File: src/rtl/uart_rx_cfg.sv
// Configurable UART receiver: compile-time frame format, runtime baud divisor,
// 3-sample majority voting, false-start rejection and per-frame error flags.
module uart_rx_cfg #(
  parameter int DATA_BITS  = 8,
  parameter int PARITY_EN  = 0,
  parameter int PARITY_ODD = 0,
  parameter int STOP_BITS  = 1,
  parameter int DIV_WIDTH  = 16
) (
  input  logic                 clk_i,
  input  logic                 reset_i,
  input  logic                 rx_i,
  input  logic [DIV_WIDTH-1:0] baud_div_i,
  output logic [DATA_BITS-1:0] data_o,
  output logic                 data_valid_strb_o,
  output logic                 parity_err_o,
  output logic                 frame_err_o
);

  typedef enum logic [2:0] {IDLE, START, DATA, PARITY, STOP} state_t;

  state_t                 state, state_nx;
  logic                   sync1, rs;
  logic [DIV_WIDTH-1:0]   d_lat, h_lat, t;
  logic [3:0]             bit_cnt;
  logic                   samp_a, samp_b;
  logic [DATA_BITS-1:0]   shreg;
  logic                   par_err, frm_err;
  logic                   armed;
  logic                   decide, maj, bit_end, last_data, last_stop, go;

  always_comb begin
    decide    = (t == h_lat + DIV_WIDTH'(1));
    bit_end   = (t == d_lat - DIV_WIDTH'(1));
    maj       = (samp_a & samp_b) | (samp_a & rs) | (samp_b & rs);
    last_data = (bit_cnt == 4'(DATA_BITS - 1));
    last_stop = (bit_cnt == 4'(STOP_BITS - 1));
    // armed drops after a framing-error frame so a held break cannot restart
    go        = !rs && armed;
  end

  always_comb begin
    state_nx = state;
    case (state)
      IDLE:   if (go) state_nx = START;
      START:  if (decide && maj) state_nx = IDLE;
              else if (bit_end) state_nx = DATA;
      DATA:   if (bit_end && last_data) state_nx = (PARITY_EN != 0) ? PARITY : STOP;
      PARITY: if (bit_end) state_nx = STOP;
      STOP:   if (decide && last_stop) state_nx = IDLE;
      default: state_nx = IDLE;
    endcase
  end

  always_ff @(posedge clk_i or posedge reset_i) begin
    if (reset_i) state <= IDLE;
    else         state <= state_nx;
  end

  always_ff @(posedge clk_i or posedge reset_i) begin
    if (reset_i) begin
      sync1             <= 1'b1;
      rs                <= 1'b1;
      d_lat             <= '0;
      h_lat             <= '0;
      t                 <= '0;
      bit_cnt           <= '0;
      samp_a            <= 1'b0;
      samp_b            <= 1'b0;
      shreg             <= '0;
      par_err           <= 1'b0;
      frm_err           <= 1'b0;
      armed             <= 1'b1;
      data_o            <= '0;
      data_valid_strb_o <= 1'b0;
      parity_err_o      <= 1'b0;
      frame_err_o       <= 1'b0;
    end else begin
      sync1             <= rx_i;
      rs                <= sync1;
      data_valid_strb_o <= 1'b0;
      if (rs) armed <= 1'b1;
      if (t == h_lat - DIV_WIDTH'(1)) samp_a <= rs;
      if (t == h_lat)                 samp_b <= rs;

      if (state == IDLE) begin
        if (go) begin
          // the first-low cycle is t=0 of the start bit
          d_lat   <= baud_div_i;
          h_lat   <= baud_div_i >> 1;
          t       <= DIV_WIDTH'(1);
          bit_cnt <= '0;
          par_err <= 1'b0;
          frm_err <= 1'b0;
        end
      end else begin
        if (bit_end) begin
          t       <= '0;
          bit_cnt <= (state_nx != state) ? 4'd0 : bit_cnt + 4'd1;
        end else begin
          t <= t + DIV_WIDTH'(1);
        end
        if (state_nx == IDLE) t <= '0;

        if (decide) begin
          case (state)
            DATA:   shreg   <= {maj, shreg[DATA_BITS-1:1]};
            PARITY: par_err <= (^shreg) ^ 1'(PARITY_ODD) ^ maj;
            STOP: begin
              if (!maj) frm_err <= 1'b1;
              if (last_stop) begin
                data_o            <= shreg;
                parity_err_o      <= par_err;
                frame_err_o       <= frm_err | ~maj;
                data_valid_strb_o <= 1'b1;
                if (frm_err | ~maj) armed <= 1'b0;
              end
            end
            default: ;
          endcase
        end
      end
    end
  end

endmodule

File: config.mk
export PLATFORM = sky130hd
export DESIGN_NAME = uart_rx_cfg
export DESIGN_NICKNAME = d
export VERILOG_FILES = /design/src/rtl/uart_rx_cfg.sv
export SDC_FILE = /design/constraint.sdc
export NUM_CORES = 1
export LEC_CHECK = 0
export BUFFER_PORTS_ARGS = -buffer_cell sky130_fd_sc_hd__buf_2
export CAP_MARGIN = 0
export CORE_MARGIN = 2
export CORE_UTILIZATION = 45
export CTS_CLUSTER_DIAMETER = 150
export DETAILED_ROUTE_END_ITERATION = 16
export GPL_ROUTABILITY_DRIVEN = 0
export GPL_TIMING_DRIVEN = 0
export PLACE_DENSITY_LB_ADDON = 0.25
export SETUP_SLACK_MARGIN = 0.4
export SYNTH_ARGS = -nofsm -noshare
export SYNTH_HDL_FRONTEND = slang
export SYNTH_SLANG_ARGS = --single-unit
File: constraint.sdc
create_clock -name clk_i -period 3.43 [get_ports clk_i]
set_input_delay 0.343 -clock clk_i [delete_from_list [all_inputs] [get_ports clk_i]]
set_output_delay 0.343 -clock clk_i [all_outputs]
set_load 0.05 [all_outputs]
==> flow_summary.json <==
{
  "status": "finished with violations",
  "violations": "negative setup slack",
  "synth_area_leader_cell": "dfrtp_1",
  "grt_max_degree": 34,
  "dp_cells": 702,
  "final_common_cell": "nand2_1",
  "total_leakage_power_nw": 2.54,
  "powerDensity_nw_per_um2": 718,
  "finalWirelength_mm": 13.3,
  "final_cells": 750,
  "antennaDiodeCount": 0,
  "critical_path_arrival_ps": 3690,
  "wire_per_inst_um": 17.7,
  "clock_sinks": 65,
  "worst_pin_slew_ps": 777,
  "ant_nets": 0,
  "rsz0062_at_grt": "true",
  "min-delay-start": "rx_i",
  "syn-mean-instance-area_um2": 8.51,
  "grt_usage_pct": 24.2,
  "dr_total_vias": 4391,
  "ctsRootBufferMaster": "clkbuf_8",
  "worstSetupStartpointType": "register",
  "synth_edf_count": 0,
  "fin_skew_ps": 16.3,
  "synthDistinctLibCells": 65,
  "grt_pass1_wl_mm": 21.3,
  "clk_pin_slew_worst_paths_ps": 90,
  "r2r-start": "t[12]",
  "finalNetCount": 637,
  "drc": 0,
  "crit_path_max_fanout": 8,
  "via_per_inst": 5.85,
  "required_ps": 3690,
  "drt-pass1-iter-count": 7,
  "cts_tree": "done",
  "startpoint": "t[12]",
  "syn_nets": 564,
  "period_share_pct": 100,
  "hold_violations": 0,
  "ys.flop_type": "dfrtp_1",
  "drt_iter0_markers": 296,
  "path_class": "reg2reg",
  "ys_ff_latch": 65,
  "setup_violations": 1,
  "die_area_um2": 11000,
  "portBuffers": 29,
  "synth_seq_area_share_pct": 35.5,
  "maxSlewViolCount": 0,
  "coreArea_um2": 9820,
  "cts_buffers": 9,
  "mostFrequentLayoutCells": "70 x nand2_1, 60 x dfrtp_1, 34 x xnor2_1",
  "first_global_vias": 4248,
  "hp-class": "in2reg",
  "post-route-min-period_ps": 3430,
  "ctsHtreeMaxLevel": 3,
  "io_pins": 30,
  "relSlewSlack_pct": 47.7,
  "fmax_mhz": 292,
  "async_reset_ff_share_pct": 100,
  "clock_latency_ps": 380,
  "max_cap_viol_count": 0,
  "cp-end-kind": "register",
  "start_util_pct": 46.7,
  "synthCells": 539,
  "total_power_w": 0.00427,
  "yosys-top-cells-area": "dfrtp_1 34%, xnor2_1 6.9%, nand2_1 5.9%",
  "synth_top_area_share_pct": 33.8,
  "overflow": 0,
  "die_w_um": 105,
  "vdd_ir_drop_max_v": 0.000374,
  "die_h_um": 105,
  "syn_to_final_growth_pct": 29.7,
  "netlist_area_um2": 4590,
  "hpwl_mm": 8.64,
  "antenna_found_initial": 0,
  "cts_max_path_buffers": 2,
  "ys_warn_count": 0,
  "drive_above_1_share_pct": 29.7,
  "rows": 36,
  "setup_slack_ps": -0.121
}
## area by class of cell
cell class | count | area (um2)
Fill cell | 873 | 3870
Tap cell | 133 | 166
Buffer | 39 | 270
Inverter | 22 | 85.1
Clock inverter | 6 | 70.1
Sequential cell | 65 | 1630
Multi-Input combinational cell | 413 | 3120
Timing Repair Buffer | 62 | 464
Clock buffer | 10 | 138
## layer usage
layer / track usage, % / wire length [um] / vias up
li1: - / - / 2063
met1: 31.2 / 5610 / 2115
met2: 40.1 / 6570 / 178
met3: 4.55 / 759 / 35
met4: 9.52 / 336 / 0
met5: 0 / 0 / -
## timing repair
item | CTS | global route
hold buffers | 0 | 0
pin swaps | 24 | 19
endpoints found under the setup margin | 44 | 43
resized for setup | 90 | 32
hold endpoints to repair | 0 | 0
gates cloned | 2 | 1
setup buffers | 20 | 9
## synthesized netlist by cell type, types with 2 or more instances
master / n
clkbuf_1: 28
nor2_1: 25
xnor2_1: 36
or4_1: 4
o2bb2ai_1: 2
a21o_1: 3
nor2b_1: 18
xor2_1: 23
o21ai_0: 22
or3_1: 5
o21bai_1: 3
and2_1: 3
nand2b_1: 4
nand2_1: 72
a211oi_1: 5
a311oi_1: 9
ha_1: 6
and3_1: 12
nor3_1: 15
or4b_1: 2
nand4_1: 13
or2_2: 3
nor4_1: 10
mux2_2: 20
nor3b_1: 2
and4_1: 2
dfstp_2: 3
nand4b_1: 2
buf_2: 4
o21a_1: 3
a21oi_1: 16
nand3b_1: 3
buf_1: 5
a31oi_1: 9
a22oi_1: 2
mux2i_1: 4
o31ai_1: 2
o211ai_1: 7
dfrtp_1: 62
nand3_1: 23
inv_1: 21
nor4b_1: 2
o211a_1: 2
## power by group
group	switching (W)	leakage, nW	internal, W	total [W]
Sequential	0.000184	0.854	0.000906	0.00109
Combinational	0.00142	1.58	0.00105	0.00247
Clock	0.000345	0.108	0.000363	0.000708
Total	0.00195	2.54	0.00232	0.00427
## worst paths after layout
check                           cells after the start           endpoint  slack, ps
worst max register to register                     12              t[10]       -0.1
worst max-delay path                               12              t[10]       -0.1
max in group asynchronous                           3           d_lat[4]       2670
worst min-delay path                                1              sync1         60
worst min register to register                      0                 rs        360
min in group asynchronous                           2  data_valid_strb_o         80
## state kept, by name (all words and copies together) (netlist names), 3 cells and up
name and flops:
state 3, bit_cnt 4, t 16, d_lat 16, data_o 8, shreg 8
## worst max-delay path: stages (launching register included)
cell and delay, ps:
dfrtp_1 370, clkbuf_2 190, xnor2_2 280, nor4b_2 300, o311ai_0 210, a221o_1 490
or4_4 560, a21oi_2 150, nand4_1 140, buf_6 190, buf_16 140, a311oi_2 210
a21oi_1 80
## per-stage QoR
| step | util [%] | worst slack (ps) | cell area, um2 | hold WS, ps | setup TNS, ps |
|---|---|---|---|---|---|
| after floorplan | - | 400 | 4670 | 345 | 0 |
| after global routing | 60.6 | -163 | 5950 | 52.6 | -1760 |
| final | 60.6 | -0.121 | 5950 | 63.4 | -0.121 |
| after global placement | 50.7 | -537 | 4980 | 354 | -8190 |
| after CTS | 58.7 | 168 | 5760 | 56.7 | 0 |
| after detailed placement | 50.9 | -649 | 5000 | 355 | -11040 |
## cells by family after synthesis
kind of cell	count (synthesis)	synth area share [%]
and+or+nand+nor	227	26.1
AOI/OAI and AO/OA	97	14.3
adders and majority gates	6	1.64
buffers and inverters	61	5.34
DFF	65	35.5
muxes	24	5.78
xor gates and xnor gates	59	11.3
Power figures use the tool's default switching activity.
